File: config.mk
export PLATFORM = sky130hd
export DESIGN_NAME = sync_fifo_param_flat
export DESIGN_NICKNAME = d
export VERILOG_FILES = /design/src/rtl/fifo_pkg.sv /design/src/rtl/sync_fifo_param_if.sv /design/src/rtl/fifo_ram.sv /design/src/rtl/sync_fifo_param.sv /design/src/flat_wrapper.sv
export SDC_FILE = /design/constraint.sdc
export NUM_CORES = 1
export LEC_CHECK = 0
export CAP_MARGIN = 20
export CORE_UTILIZATION = 45
export DETAILED_ROUTE_END_ITERATION = 10
export PLACE_DENSITY = 0.63
export SLEW_MARGIN = 20
export SYNTH_ARGS = -nofsm -noshare
export SYNTH_HDL_FRONTEND = slang
export SYNTH_SLANG_ARGS = --single-unit
export TNS_END_PERCENT = 100
File: constraint.sdc
create_clock -name clk -period 4.28 [get_ports clk]
set_input_delay 0.428 -clock clk [delete_from_list [all_inputs] [get_ports clk]]
set_output_delay 0.428 -clock clk [all_outputs]
set_load 0.01 [all_outputs]
File: src/rtl/fifo_pkg.sv
// Shared constants and elaboration helpers for the parametrised FIFO family.
package fifo_pkg;

   // Extra pointer bit that distinguishes full from empty when addresses match.
   localparam int unsigned PTR_EXTRA_W = 1;

   // Ceiling log2, usable in constant expressions.
   function automatic int unsigned clog2_f(input int unsigned n);
      int unsigned r;
      r = 0;
      while ((32'd1 << r) < n) begin
         r = r + 1;
      end
      return r;
   endfunction

   function automatic bit is_pow2(input int unsigned n);
      return (n != 0) && ((n & (n - 1)) == 0);
   endfunction

endpackage

File: src/rtl/sync_fifo_param_if.sv
// Producer/consumer-facing bundle of the single-clock FIFO.
interface sync_fifo_param_if #(
   parameter int unsigned DATA_W = 8,
   parameter int unsigned CNT_W  = 4
);

   logic              clear;
   logic              wr_en;
   logic [DATA_W-1:0] data_in;
   logic              rd_en;
   logic [DATA_W-1:0] data_out;
   logic              data_valid;
   logic              full;
   logic              empty;
   logic              almost_full;
   logic              almost_empty;
   logic [CNT_W-1:0]  count;
   logic              overflow;
   logic              underflow;

   // User side: drives requests, observes data and status.
   modport master (
      output clear, wr_en, data_in, rd_en,
      input  data_out, data_valid, full, empty, almost_full, almost_empty,
             count, overflow, underflow
   );

   // FIFO side.
   modport slave (
      input  clear, wr_en, data_in, rd_en,
      output data_out, data_valid, full, empty, almost_full, almost_empty,
             count, overflow, underflow
   );

endinterface

File: src/rtl/fifo_ram.sv
// DEPTH x DATA_W storage: one synchronous write port, one registered read port.
module fifo_ram #(
   parameter int unsigned DATA_W = 8,
   parameter int unsigned DEPTH  = 8,
   parameter int unsigned ADDR_W = 3
) (
   input  logic              clk,
   input  logic              reset_n,
   input  logic              wr_en,
   input  logic [ADDR_W-1:0] wr_addr,
   input  logic [DATA_W-1:0] wr_data,
   input  logic              rd_en,
   input  logic [ADDR_W-1:0] rd_addr,
   output logic [DATA_W-1:0] rd_data
);

   logic [DATA_W-1:0] mem_q [DEPTH];
   logic [DATA_W-1:0] rd_data_q;

   // Storage array is deliberately not reset.
   always_ff @(posedge clk) begin
      if (wr_en) begin
         mem_q[wr_addr] <= wr_data;
      end
   end

   // Read register holds its value between accepted reads.
   always_ff @(posedge clk or negedge reset_n) begin
      if (!reset_n) begin
         rd_data_q <= '0;
      end else if (rd_en) begin
         rd_data_q <= mem_q[rd_addr];
      end
   end

   assign rd_data = rd_data_q;

endmodule

File: src/rtl/sync_fifo_param.sv
// Parametrised single-clock FIFO with occupancy, threshold flags, sticky errors and flush.
module sync_fifo_param
   import fifo_pkg::*;
#(
   parameter int unsigned DATA_W   = 8,
   parameter int unsigned DEPTH    = 8,
   parameter int unsigned AF_LEVEL = DEPTH - 2,
   parameter int unsigned AE_LEVEL = 2
) (
   input logic              clk,
   input logic              reset_n,
   sync_fifo_param_if.slave bus
);

   localparam int unsigned ADDR_W = clog2_f(DEPTH);
   localparam int unsigned CNT_W  = ADDR_W + PTR_EXTRA_W;

   localparam logic [CNT_W-1:0] DEPTH_CNT = CNT_W'(DEPTH);
   localparam logic [CNT_W-1:0] AF_CNT    = CNT_W'(AF_LEVEL);
   localparam logic [CNT_W-1:0] AE_CNT    = CNT_W'(AE_LEVEL);
   localparam logic [CNT_W-1:0] ONE_CNT   = CNT_W'(1);

   if (!is_pow2(DEPTH) || DEPTH < 2) begin : g_bad_depth
      $error("sync_fifo_param: DEPTH must be a power of 2 and >= 2");
   end
   if (!(AE_LEVEL < AF_LEVEL && AF_LEVEL <= DEPTH)) begin : g_bad_levels
      $error("sync_fifo_param: need AE_LEVEL < AF_LEVEL <= DEPTH");
   end

   logic [CNT_W-1:0] wr_ptr_q, wr_ptr_d;
   logic [CNT_W-1:0] rd_ptr_q, rd_ptr_d;
   logic             overflow_q, overflow_d;
   logic             underflow_q, underflow_d;
   logic             data_valid_q, data_valid_d;
   logic [CNT_W-1:0] count;
   logic             full;
   logic             empty;
   logic             wr_accept;
   logic             rd_accept;

   // Wrap-bit pointers make the plain difference the true occupancy.
   assign count = wr_ptr_q - rd_ptr_q;
   assign full  = (count == DEPTH_CNT);
   assign empty = (count == '0);

   // Flush suppresses both ports so nothing is stored or read in that cycle.
   assign wr_accept = bus.wr_en && !full && !bus.clear;
   assign rd_accept = bus.rd_en && !empty && !bus.clear;

   // Next-state for pointers, sticky errors and the read-valid pulse.
   always_comb begin
      wr_ptr_d     = wr_ptr_q;
      rd_ptr_d     = rd_ptr_q;
      overflow_d   = overflow_q;
      underflow_d  = underflow_q;
      data_valid_d = 1'b0;
      if (bus.clear) begin
         wr_ptr_d    = '0;
         rd_ptr_d    = '0;
         overflow_d  = 1'b0;
         underflow_d = 1'b0;
      end else begin
         if (wr_accept) begin
            wr_ptr_d = wr_ptr_q + ONE_CNT;
         end
         if (rd_accept) begin
            rd_ptr_d = rd_ptr_q + ONE_CNT;
         end
         if (bus.wr_en && full) begin
            overflow_d = 1'b1;
         end
         if (bus.rd_en && empty) begin
            underflow_d = 1'b1;
         end
         data_valid_d = rd_accept;
      end
   end

   // Control state register.
   always_ff @(posedge clk or negedge reset_n) begin
      if (!reset_n) begin
         wr_ptr_q     <= '0;
         rd_ptr_q     <= '0;
         overflow_q   <= 1'b0;
         underflow_q  <= 1'b0;
         data_valid_q <= 1'b0;
      end else begin
         wr_ptr_q     <= wr_ptr_d;
         rd_ptr_q     <= rd_ptr_d;
         overflow_q   <= overflow_d;
         underflow_q  <= underflow_d;
         data_valid_q <= data_valid_d;
      end
   end

   fifo_ram #(
      .DATA_W (DATA_W),
      .DEPTH  (DEPTH),
      .ADDR_W (ADDR_W)
   ) u_ram (
      .clk     (clk),
      .reset_n (reset_n),
      .wr_en   (wr_accept),
      .wr_addr (wr_ptr_q[ADDR_W-1:0]),
      .wr_data (bus.data_in),
      .rd_en   (rd_accept),
      .rd_addr (rd_ptr_q[ADDR_W-1:0]),
      .rd_data (bus.data_out)
   );

   assign bus.data_valid   = data_valid_q;
   assign bus.count        = count;
   assign bus.full         = full;
   assign bus.empty        = empty;
   assign bus.almost_full  = (count >= AF_CNT);
   assign bus.almost_empty = (count <= AE_CNT);
   assign bus.overflow     = overflow_q;
   assign bus.underflow    = underflow_q;

endmodule
File: src/flat_wrapper.sv
// flat-port wrapper written by rule: the top's interface ports become plain ports
module sync_fifo_param_flat import fifo_pkg::*;
#(
   parameter int unsigned DATA_W   = 8,
   parameter int unsigned DEPTH    = 8,
   parameter int unsigned AF_LEVEL = DEPTH - 2,
   parameter int unsigned AE_LEVEL = 2
)
  (clk, reset_n, bus_clear, bus_wr_en, bus_data_in, bus_rd_en, bus_data_out, bus_data_valid, bus_full, bus_empty, bus_almost_full, bus_almost_empty, bus_count, bus_overflow, bus_underflow);
  sync_fifo_param_if #(.DATA_W(DATA_W)) bus_i ();
  input logic clk;
  input logic reset_n;
  input wire logic [$bits(bus_i.clear)-1:0] bus_clear;
  input wire logic [$bits(bus_i.wr_en)-1:0] bus_wr_en;
  input wire logic [$bits(bus_i.data_in)-1:0] bus_data_in;
  input wire logic [$bits(bus_i.rd_en)-1:0] bus_rd_en;
  output wire logic [$bits(bus_i.data_out)-1:0] bus_data_out;
  output wire logic [$bits(bus_i.data_valid)-1:0] bus_data_valid;
  output wire logic [$bits(bus_i.full)-1:0] bus_full;
  output wire logic [$bits(bus_i.empty)-1:0] bus_empty;
  output wire logic [$bits(bus_i.almost_full)-1:0] bus_almost_full;
  output wire logic [$bits(bus_i.almost_empty)-1:0] bus_almost_empty;
  output wire logic [$bits(bus_i.count)-1:0] bus_count;
  output wire logic [$bits(bus_i.overflow)-1:0] bus_overflow;
  output wire logic [$bits(bus_i.underflow)-1:0] bus_underflow;
  assign bus_i.clear = bus_clear;
  assign bus_i.wr_en = bus_wr_en;
  assign bus_i.data_in = bus_data_in;
  assign bus_i.rd_en = bus_rd_en;
  assign bus_data_out = bus_i.data_out;
  assign bus_data_valid = bus_i.data_valid;
  assign bus_full = bus_i.full;
  assign bus_empty = bus_i.empty;
  assign bus_almost_full = bus_i.almost_full;
  assign bus_almost_empty = bus_i.almost_empty;
  assign bus_count = bus_i.count;
  assign bus_overflow = bus_i.overflow;
  assign bus_underflow = bus_i.underflow;
  sync_fifo_param #(.DATA_W(DATA_W), .DEPTH(DEPTH), .AF_LEVEL(AF_LEVEL), .AE_LEVEL(AE_LEVEL)) u_core (.clk(clk), .reset_n(reset_n), .bus(bus_i));
endmodule
Word-level counts from Yosys, hierarchy flattened. Memories as Yosys holds them, arrays and structs flattened. A register that Yosys moved wholly into a read port is not among the register bits. Cells that the tools add are included.

$mul: 0. $add $sub $neg: 3. Shift-type cells: 0. Reduce and logical (&&, ||, !) cells: 15. Div/mod/pow operators: 0. Magnitude comparators: 2. Equality and inequality tests: 1. Muxes and demuxes: 11. Bitwise logic cells: 0.

Operators by type and width (number): $mux 4 (4); $add 4x1->4 const B (2); $reduce_bool 2->1 (4); $mux 1 (7); $logic_and 1x1->1 (6); $eq 4x4->1 const B (1); $ge 4x3->1 const B (1); $le 4x2->1 const B (1); $logic_not 1->1 (4); $logic_not 4->1 (1); $sub 4x4->4 (1).

RAM bits: 64. Bits in read-only memories: 0. Flip-flop bits (word level): 11. Input port bits: 13. Output and inout port bits: 19. Latch bits: 0. Logic and storage cells: 38. Memories: 1.

Memory list: u_core.u_ram.mem_q (words 8, bits a word 8, rd ports 1, clocked after memory_dff 1, wr ports 1, RTL line fifo_ram.sv:17) `logic [DATA_W-1:0] mem_q [DEPTH];`.

Longest topological paths before layout. Gate-level depths: netlist of the first run.

Depth in word-level cells: 7. Gate-level depth with buffers: 10. Gate-level depth less buffers: 9.

By module. A second synthesis of the first run with hierarchy kept.

Cells, all modules: 248. Area, all modules: 3631.0 um^2.

By module, submodules not included: fifo_ram (area an instance 2861.5 um^2, cells each 169, times used 1, seq. area each 2122.0 um^2); sync_fifo_param (area an instance 769.5 um^2, cells each 79, times used 1, seq. area each 275.3 um^2).

Least setup slack after synthesis of the first run. Ideal clock, no wire load.

Path kind: reg-to-reg. Start: reg u_core.rd_ptr_q[1]. End: mem u_core.u_ram.mem_q[4][0] (enable). Setup slack: 605 ps. Buffers on the path: 3. Period minus slack after synthesis: 3675 ps. Stages on the path, launching flop included: 10. Library setup time: 395 ps. Data required time: 3885 ps. Data arrival time: 3280 ps. Cells stage by stage: dfrtp_1 > clkbuf_1 > clkbuf_1 > inv_1 > fa_1 > xor2_1 > or3_1 > buf_2 > o21ai_1 > nor4_1.

Longest elaborated chain between the ends: 7.

Ends and longest elaborated chain: from (decl) (RTL line sync_fifo_param.sv:31) `logic [CNT_W-1:0] rd_ptr_q, rd_ptr_d;`; from (signal assigned) (RTL line sync_fifo_param.sv:89) `rd_ptr_q <= rd_ptr_d;`; $sub 4x4->4 (RTL line sync_fifo_param.sv:42) `assign count = wr_ptr_q - rd_ptr_q;`; via bus_count[2] (RTL line flat_wrapper.sv:23) `output wire logic [$bits(bus_i.count)-1:0] bus_count;`; $eq 4x4->1 (RTL line sync_fifo_param.sv:43) `assign full = (count == DEPTH_CNT);`; $logic_not 1->1 (RTL line sync_fifo_param.sv:47) `assign wr_accept = bus.wr_en && !full && !bus.clear;`; $logic_and 1x1->1 (2 in series) (RTL line sync_fifo_param.sv:47); $mux 1 (RTL line fifo_ram.sv:22) `if (wr_en) begin`; $mux 1 (implied by the code) (RTL line fifo_ram.sv:23) `mem_q[wr_addr] <= wr_data;`; to (decl) (RTL line fifo_ram.sv:17).

The timed path passes the listed nets, and every way through them passes these cells.

Final worst setup path of the first run.
Start: reg u_core.rd_ptr_q[2]. End: out bus_almost_empty.

Longest elaborated chain between the ends: 2.

Ends and longest elaborated chain: $sub 4x4->4 (RTL line sync_fifo_param.sv:42); $le 4x2->1 (RTL line sync_fifo_param.sv:116) `assign bus.almost_empty = (count <= AE_CNT);`; to (decl) (RTL line flat_wrapper.sv:22) `output wire logic [$bits(bus_i.almost_empty)-1:0] bus_almost_empty;`.

No other way between the ends.

==> results.toml, run 1 <==
[grt]
grt_pass1_vias = 1876
grt_usage_pct = 17.2
grt_max_degree = 20
antenna_found_initial = 0
grt_pass1_wl_mm = 10.0
grt.overflow.total = 0

[worst_hold_path]
min_path_type = "flop to flop"
whs_path_depth = 2
hp-start = "u_core.bus.overflow$_DFFE_PN0P_"
hold_end = "u_core.bus.overflow$_DFFE_PN0P_"

[synthesis]
ys_seq_area_share_pct = 68.9
synth_cell_type_count = 33
netlist_instances = 215
synthArstFlopShare_pct = 22.9
yosysWarnings = 0
synth.net_count = 234
synth-main-ff-cell = "edfxtp_1"
synth_area_mm2 = 0.00348
synth_edf_count = 64
synth_area_per_cell_um2 = 16.2
synth-seq-cells = 83

[critical_path]
reg2reg_to = "u_core.u_ram.mem_q[1][5]$_DFFE_PP_"
cp_top_family = "buffers and inverters"
cp.arrival_ns = 3.43
regToRegSetupSlack_ns = 0.62
slowest_delay_ns = 0.57
end_kind = "output pin"
crit_fanout = 11
r2r_cells = 8
cpMostUsedCell = "a21oi_1"
slowest_stage = "dfrtp_1"
required_ns = 3.85
r2r-start = "u_core.rd_ptr_q[2]$_DFFE_PN0P_"
cp_cell_sequence = "clkinv_1, ha_1, a21oi_1, a21oi_1, nor2_1, inv_1, a211oi_1, clkdlybuf4s50_1"
cp_num_buf_inv = 3
cp-start-kind = "flop"
crit_type = "flop to output pin"

[placement]
place.gp.congestion = 0.815
numPortBuffers = 31
place_hpwl_mm = 4.39
post-place-ws_ns = 0.603
placed_area_mm2 = 0.00397
place_inst = 348

[cells_and_area]
diodes = 0
fillCellCount = 594
final_cells = 364
final_nets = 279
layout_common_cells = "edfxtp_1, clkdlybuf4s50_1, nand2_1, dfrtp_1, mux4_2"
drive_gt1_share_pct = 20.0
syn2layout_area_growth_pct = 19.5
design_area_mm2 = 0.00416
mostFrequentLayoutCell = "edfxtp_1"

[route]
avgRoutedWirePerCell_um = 17.7
ant_nets = 0
vias_per_cell = 5.28
routed_wirelength_mm = 6.46
dr.pass1.iters = 4
drt_iter0_drc = 72
vias = 1921
drc_errors = 0

[sta]
fin_skew_ns = 0.00835
finalCritPeriodShare_pct = 90.0
max_freq_ghz = 0.260
rsz0062_at_grt = "false"
hold_violations = 0
max-slew-margin-rel_pct = 37.3
setup_ws_ns = 0.427
slew_violations = 0
setup_viol = 0
period_minus_slack_ns = 3.85
fin_setup_tns_ns = 0
worstMarginPinSlew_ns = 0.938

[power]
p_total_mw = 2.48
p_leak_nw = 1.47
peakVddDrop_mv = 0.230
powerDensity_mw_per_mm2 = 597

[floorplanning]
rows = 31
dieWidth_um = 89.9
start_util_pct = 47.2
die-area_mm2 = 0.00808
die_height_um = 89.9
boundaryPins = 32
core-area_mm2 = 0.00737

[clock_tree]
cts_tree = "done"
post_cts_resized = 0
cts_buffers = 9
ctsHoldBuffers = 0
clk_latency_ns = 0.35
clock_sinks = 83
post_cts_buffers = 0
ctsHtreeMaxLevel = 3
cts_buffer_depth = 2
cts_root_buf = "clkbuf_8"
path_clk_slew_ns = 0.08

[outcome]
outcome = "finished, final reports clean"

[flow_run]
drv_cap = 0
-- layout make-up --
type,instances,area [um2],share of cell area [%]
sequential,83,2400,57.7
multi-input combinational,117,1030,24.8
timing repair buffer,41,385,9.27
clock buffer,11,131,3.16
tap,99,124,2.98
clock inverter,5,56.3,1.35
inverter,8,30.0,0.722
-- synthesized netlist by cell type, types with 2 or more instances --
| cell type | count | area [um2] |
|---|---|---|
| clkbuf_1 | 4 | 15.0 |
| dfrtp_1 | 19 | 475 |
| edfxtp_1 | 64 | 1920 |
| nor2_1 | 13 | 48.8 |
| xor2_1 | 3 | 26.3 |
| mux2i_1 | 3 | 30.0 |
| nand2_1 | 30 | 113 |
| nand3b_1 | 2 | 15.0 |
| a211oi_1 | 3 | 22.5 |
| nand2b_1 | 4 | 25.0 |
| a21oi_1 | 2 | 10.0 |
| inv_1 | 7 | 26.3 |
| nor4_1 | 2 | 12.5 |
| mux4_2 | 16 | 360 |
| a31oi_1 | 2 | 12.5 |
| nand4_1 | 2 | 12.5 |
| xnor2_1 | 2 | 17.5 |
| buf_2 | 3 | 15.0 |
| ha_1 | 5 | 62.6 |
| nor3_1 | 7 | 35.0 |
| mux2_2 | 10 | 113 |
-- cells by family after synthesis --
group,count (synthesis),share of synthesized area (%)
DFF,83,68.9
and+or+nand+nor,64,8.38
muxes,29,14.5
buffers and inverters,15,1.73
AOI/OAI and AO/OA,13,2.84
adders and majority gates,6,2.37
xor gates and xnor gates,5,1.26
-- registers in the layout, summed over array words and instances, names as in the netlist --
register,cells
u_core.u_ram.mem_q,64
u_core.u_ram.rd_data,8
u_core.rd_ptr_q,4
u_core.wr_ptr_q,4
u_core.bus.data_valid,1
u_core.bus.overflow,1
u_core.bus.underflow,1
-- worst max path at each step --
stage                              startpoint                                  to  depth (start not counted)
6_report       u_core.rd_ptr_q[2]$_DFFE_PN0P_                    bus_almost_empty                          8
5_1_grt        u_core.rd_ptr_q[2]$_DFFE_PN0P_                    bus_almost_empty                          8
2_1_floorplan  u_core.rd_ptr_q[1]$_DFFE_PN0P_  u_core.u_ram.mem_q[4][0]$_DFFE_PP_                          9
4_1_cts        u_core.rd_ptr_q[2]$_DFFE_PN0P_                    bus_almost_empty                          8
3_5_place_dp   u_core.rd_ptr_q[2]$_DFFE_PN0P_  u_core.u_ram.mem_q[3][3]$_DFFE_PP_                          8
3_3_place_gp   u_core.rd_ptr_q[2]$_DFFE_PN0P_  u_core.u_ram.mem_q[1][3]$_DFFE_PP_                          8
-- per-stage QoR --
step                      utilization, %  hold WS, ns
after floorplan                        -        0.132
after global placement              53.9        0.475
after detailed placement            53.9        0.493
after CTS                           56.4        0.512
after global routing                56.4        0.530
final                               56.4        0.506
-- report_power, final --
| group | switching [mW] | internal [mW] | total (mW) |
|---|---|---|---|
| sequential | 0.0525 | 0.963 | 1.02 |
| combinational | 0.456 | 0.483 | 0.939 |
| clock | 0.258 | 0.269 | 0.527 |
-- per-layer routing --
metal | part of all wire (%) | vias up | GRT usage, %
met5 | 0 | - | 0
met4 | 1.1 | 0 | 4.44
met3 | 4.9 | 7 | 5.58
met2 | 50 | 52 | 28.7
met1 | 44 | 959 | 21.8
li1 | - | 903 | -
-- worst min-delay path: cells and delay by family (launching register included) --
kind               cells  cell delay [ns]
AOI/OAI and AO/OA      1             0.05
and+or+nand+nor        1             0.07
DFF                    1             0.35
Power figures use the tool's default switching activity.
==> inputs of run 2 (changes only) <==
--- a/config.mk
+++ b/config.mk
@@ -6,9 +6,11 @@
 export NUM_CORES = 1
 export LEC_CHECK = 0
 export CAP_MARGIN = 20
-export CORE_UTILIZATION = 45
+export CORE_ASPECT_RATIO = 0.7
+export CORE_UTILIZATION = 40
 export DETAILED_ROUTE_END_ITERATION = 10
-export PLACE_DENSITY = 0.63
+export MAX_ROUTING_LAYER = met4
+export PLACE_DENSITY = 0.57
 export SLEW_MARGIN = 20
 export SYNTH_ARGS = -nofsm -noshare
 export SYNTH_HDL_FRONTEND = slang
==> results.toml, run 2 (synthesis results as in run 1) <==
[power]
peakVddDrop_mv = 0.292
powerDensity_mw_per_mm2 = 638
p_sw_share_pct = 30.1
p_leak_nw = 1.53
internal_power_mw = 1.92
power_frac_comb_pct = 35.6
power.share.sequential_pct = 37.1
pwr-share-clk_pct = 27.3
switching_power_mw = 0.827

[clock_tree]
clk_latency_ns = 0.33
cts_tree = "done"
path_clk_slew_ns = 0.06
post_cts_resized = 0
cts_buffers = 9
ctsHoldBuffers = 0
cts_buffer_depth = 2
post_cts_buffers = 0
cts_root_buf = "clkbuf_16"
ctsHtreeMaxLevel = 3
clock_sinks = 83

[critical_path]
crit_fanout = 11
regToRegSetupSlack_ns = 0.95
cp.arrival_ns = 3.13
crit_type = "flop to output pin"
required_ns = 3.85
cp-start-kind = "flop"
end_kind = "output pin"

[cells_and_area]
design_area_mm2 = 0.00431
largest_reg_flops = 64
drive_gt1_share_pct = 20.7
mostFrequentLayoutCell = "edfxtp_1"
multi_input_area_mm2 = 0.00104
regMostFlops = "u_core.u_ram.mem_q"
layout_common_cells = "edfxtp_1, clkdlybuf4s50_1, nand2_1, dfrtp_1, mux4_2"
syn2layout_area_growth_pct = 23.9
fillCellCount = 728
regArea_mm2 = 0.00240
diodes = 0
final_nets = 280

[sta]
max_freq_ghz = 0.281
holdWs_ns = 0.499
period_minus_slack_ns = 3.55
slew_violations = 0
rsz0062_at_grt = "false"
hold_violations = 0
setup_viol = 0
finalCritPeriodShare_pct = 83.0
max-slew-margin-rel_pct = 39.9
worstMarginPinSlew_ns = 0.898
setup_ws_ns = 0.726
fin_setup_tns_ns = 0
fin_skew_ns = 0.00384

[grt]
grt_pass1_wl_mm = 10.4
antenna_found_initial = 0
grt_usage_pct = 17.1
grt_pass1_vias = 1819
grt.overflow.total = 0
grt_max_degree = 20

[flow_run]
drv_cap = 0

[placement]
numPortBuffers = 31
placed_area_mm2 = 0.00400
place.gp.congestion = 0.741
place_hpwl_mm = 4.48
post-place-ws_ns = 0.803

[route]
ant_nets = 0
dr.pass1.iters = 5
routed_wirelength_mm = 6.70
vias = 1919
drc_errors = 0
vias_per_cell = 4.97
drt_iter0_drc = 133
avgRoutedWirePerCell_um = 17.4

[floorplanning]
die_height_um = 80.0
core-area_mm2 = 0.00844
die-area_mm2 = 0.00908
start_util_pct = 41.2
boundaryPins = 32
dieWidth_um = 113
rows = 28

[outcome]
outcome = "finished, final reports clean"

[worst_hold_path]
min_path_type = "flop to flop"
-- run 2: cell count changes in the layout (fill, tap and decap cells not counted), sizes merged --
cell / before / now
buf: 10 / 11
-- run 2: metrics by stage --
step,instances,total power [mW],util [%]
floorplan,215,1.61,-
global placement,370,2.01,47.4
detailed placement,370,2.02,47.4
CTS,386,2.77,50.9
global route,386,2.91,51.0
finish,386,2.75,51.0
-- run 2: layer usage --
metal  global-route usage [%]  share of wire [%]  vias to the layer above
met3                     4.78                6.5                        6
met1                     25.7                 52                      957
met5                        -                  0                        -
met4                     7.11                1.0                        0
met2                     21.2                 40                       53
li1                         -                  -                      903
-- run 2: path summary, 6_finish.rpt --
kind | from | end | depth (start not counted)
worst min-delay path | u_core.bus.underflow$_DFFE_PN0P_ | u_core.bus.underflow$_DFFE_PN0P_ | 2
min in group asynchronous | reset_n | u_core.u_ram.rd_data[0]$_DFFE_PN0P_ | 1
worst max-delay path | u_core.rd_ptr_q[2]$_DFFE_PN0P_ | bus_almost_empty | 9
worst min register to register | u_core.bus.underflow$_DFFE_PN0P_ | u_core.bus.underflow$_DFFE_PN0P_ | 2
worst max register to register | u_core.rd_ptr_q[2]$_DFFE_PN0P_ | u_core.u_ram.mem_q[1][6]$_DFFE_PP_ | 7
max in group asynchronous | reset_n | u_core.rd_ptr_q[0]$_DFFE_PN0P_ | 1
-- run 2: critical path, stage by stage (launching register included) --
cell and delay [ns]:
dfrtp_1 0.54, clkinv_1 0.33, ha_1 0.41, a21oi_1 0.21
a21oi_1 0.15, nor2_1 0.12, buf_4 0.15, inv_1 0.09
a211oi_1 0.21, clkdlybuf4s50_1 0.58
-- run 2: power by group through the flow --
stage               Combinational (mW)  Clock, mW  Sequential, mW
global placement                 0.979          0            1.03
global route                      1.07      0.804            1.03
floorplan                        0.559          0            1.05
detailed placement               0.981          0            1.04
finish                           0.977      0.751            1.02
CTS                              0.984      0.768            1.02
-- run 2: layout make-up --
type / count / share of cell area [%]
flip-flops and latches: 83 / 55.7
multi-input cells: 117 / 24.2
repair buffers: 42 / 9.12
clock buffers: 11 / 5.64
well taps: 120 / 3.49
clock inverters: 5 / 1.22
inverters: 8 / 0.697
==> inputs of run 3 (changes only) <==
==> constraint.sdc (replaced) <==
create_clock -name clk -period 3.5 [get_ports clk]
set_input_delay 0.35 -clock clk [delete_from_list [all_inputs] [get_ports clk]]
set_output_delay 0.35 -clock clk [all_outputs]
set_load 0.01 [all_outputs]
==> results.toml, run 3 (synthesis results as in run 1) <==
[cells_and_area]
finish.utilization_pct = 51.5
syn2layout_area_growth_pct = 24.9
diodes = 0
design_area_mm2 = 0.00434
layout_common_cells = "edfxtp_1, nand2_1, clkdlybuf4s50_1, dfrtp_1, buf_4"
regMostFlops = "u_core.u_ram.mem_q"
fillCellCount = 721
final_cells = 392
final_nets = 286
mostFrequentLayoutCell = "edfxtp_1"
drive_gt1_share_pct = 22.4
largest_reg_flops = 64

[sta]
rsz0062_at_grt = "false"
holdWs_ns = -0.0147
fin_setup_tns_ns = 0
max-slew-margin-rel_pct = 57.3
finalCritPeriodShare_pct = 93.3
hold_violations = 19
period_minus_slack_ns = 3.26
worstMarginPinSlew_ns = 0.636
fin_skew_ns = 0.00903
slew_violations = 0
setup_viol = 0
max_freq_ghz = 0.306
setup_ws_ns = 0.236

[critical_path]
required_ns = 3.15
crit_type = "flop to output pin"
end_kind = "output pin"
crit_fanout = 8
cp-start-kind = "flop"
cp.arrival_ns = 2.91

[power]
powerDensity_mw_per_mm2 = 777
p_total_mw = 3.38
peakVddDrop_mv = 0.423
p_leak_nw = 1.56

[grt]
antenna_found_initial = 0
grt.overflow.total = 0
grt_max_degree = 20
grt_pass1_wl_mm = 10.7
grt_pass1_vias = 1936
grt_usage_pct = 17.6

[floorplanning]
core-area_mm2 = 0.00844
boundaryPins = 32
die_height_um = 80.0
rows = 28
start_util_pct = 41.2
dieWidth_um = 113
die-area_mm2 = 0.00908

[flow_run]
drv_cap = 0

[route]
vias_per_cell = 4.94
ant_nets = 0
dr.pass1.iters = 4
avgRoutedWirePerCell_um = 17.4
drc_errors = 0
drt_iter0_drc = 94
routed_wirelength_mm = 6.83
vias = 1938

[clock_tree]
cts_root_buf = "clkbuf_16"
cts_buffer_depth = 2
cts_buffers = 9
path_clk_slew_ns = 0.06
clk_latency_ns = 0.33
cts_tree = "done"
post_cts_buffers = 0
clock_sinks = 83
ctsHtreeMaxLevel = 3

[placement]
place_hpwl_mm = 4.70
place.gp.congestion = 0.756
post-place-ws_ns = 0.498
placed_area_mm2 = 0.00405
place_inst = 376
numPortBuffers = 31

[outcome]
outcome = "finished, violations left"
violations = "hold timing"

[worst_hold_path]
min_path_type = "primary input to async pin"
-- run 3: layout make-up --
cell class	instances	area [um2]	share of cell area [%]
clock buffer	14	265	6.11
clock inverter	2	35.0	0.806
inverter	8	30.0	0.691
multi-input combinational	117	1030	23.8
sequential	83	2400	55.2
tap	120	150	3.46
timing repair buffer	48	433	9.97
-- run 3: what timing repair did --
item	CTS	global route
setup endpoints to repair	0	1
hold buffers	0	0
resized for setup	0	1
-- run 3: worst paths after layout --
| path | from | end | slack, ns | cells after the start |
|---|---|---|---|---|
| min | reset_n | u_core.u_ram.rd_data[6]$_DFFE_PN0P_ | -0.01 | 1 |
| min reg2reg | u_core.u_ram.rd_data[0]$_DFFE_PN0P_ | u_core.u_ram.rd_data[0]$_DFFE_PN0P_ | 0.50 | 1 |
| max reg2reg | u_core.wr_ptr_q[0]$_DFFE_PN0P_ | u_core.u_ram.mem_q[3][5]$_DFFE_PP_ | 0.46 | 8 |
| max | u_core.wr_ptr_q[0]$_DFFE_PN0P_ | bus_full | 0.24 | 7 |
| max in group asynchronous | reset_n | u_core.rd_ptr_q[2]$_DFFE_PN0P_ | 3.13 | 1 |
| min in group clk | u_core.u_ram.rd_data[0]$_DFFE_PN0P_ | u_core.u_ram.rd_data[0]$_DFFE_PN0P_ | 0.50 | 1 |
-- run 3: metal layers --
| metal | global-route usage [%] | part of all wire (%) |
|---|---|---|
| met1 | 23.3 | 51 |
| met2 | 24.9 | 45 |
| met3 | 7.90 | 4.0 |
| met4 | 3.95 | 0.59 |
| met5 | - | 0 |
-- run 3: worst max-delay path, stage by stage (launching register included) --
cell             delay (ns)
dfrtp_1                0.50
inv_1                  0.13
ha_1                   0.22
inv_1                  0.06
fa_1                   0.47
or3_1                  0.52
nor2_1                 0.14
clkdlybuf4s50_1        0.54
-- run 3: where the power goes --
part / switching, mW / leakage (nW) / total, mW / internal (mW)
Combinational: 0.579 / 0.593 / 1.19 / 0.609
Clock: 0.347 / 0.146 / 0.943 / 0.595
Sequential: 0.0663 / 0.820 / 1.25 / 1.18
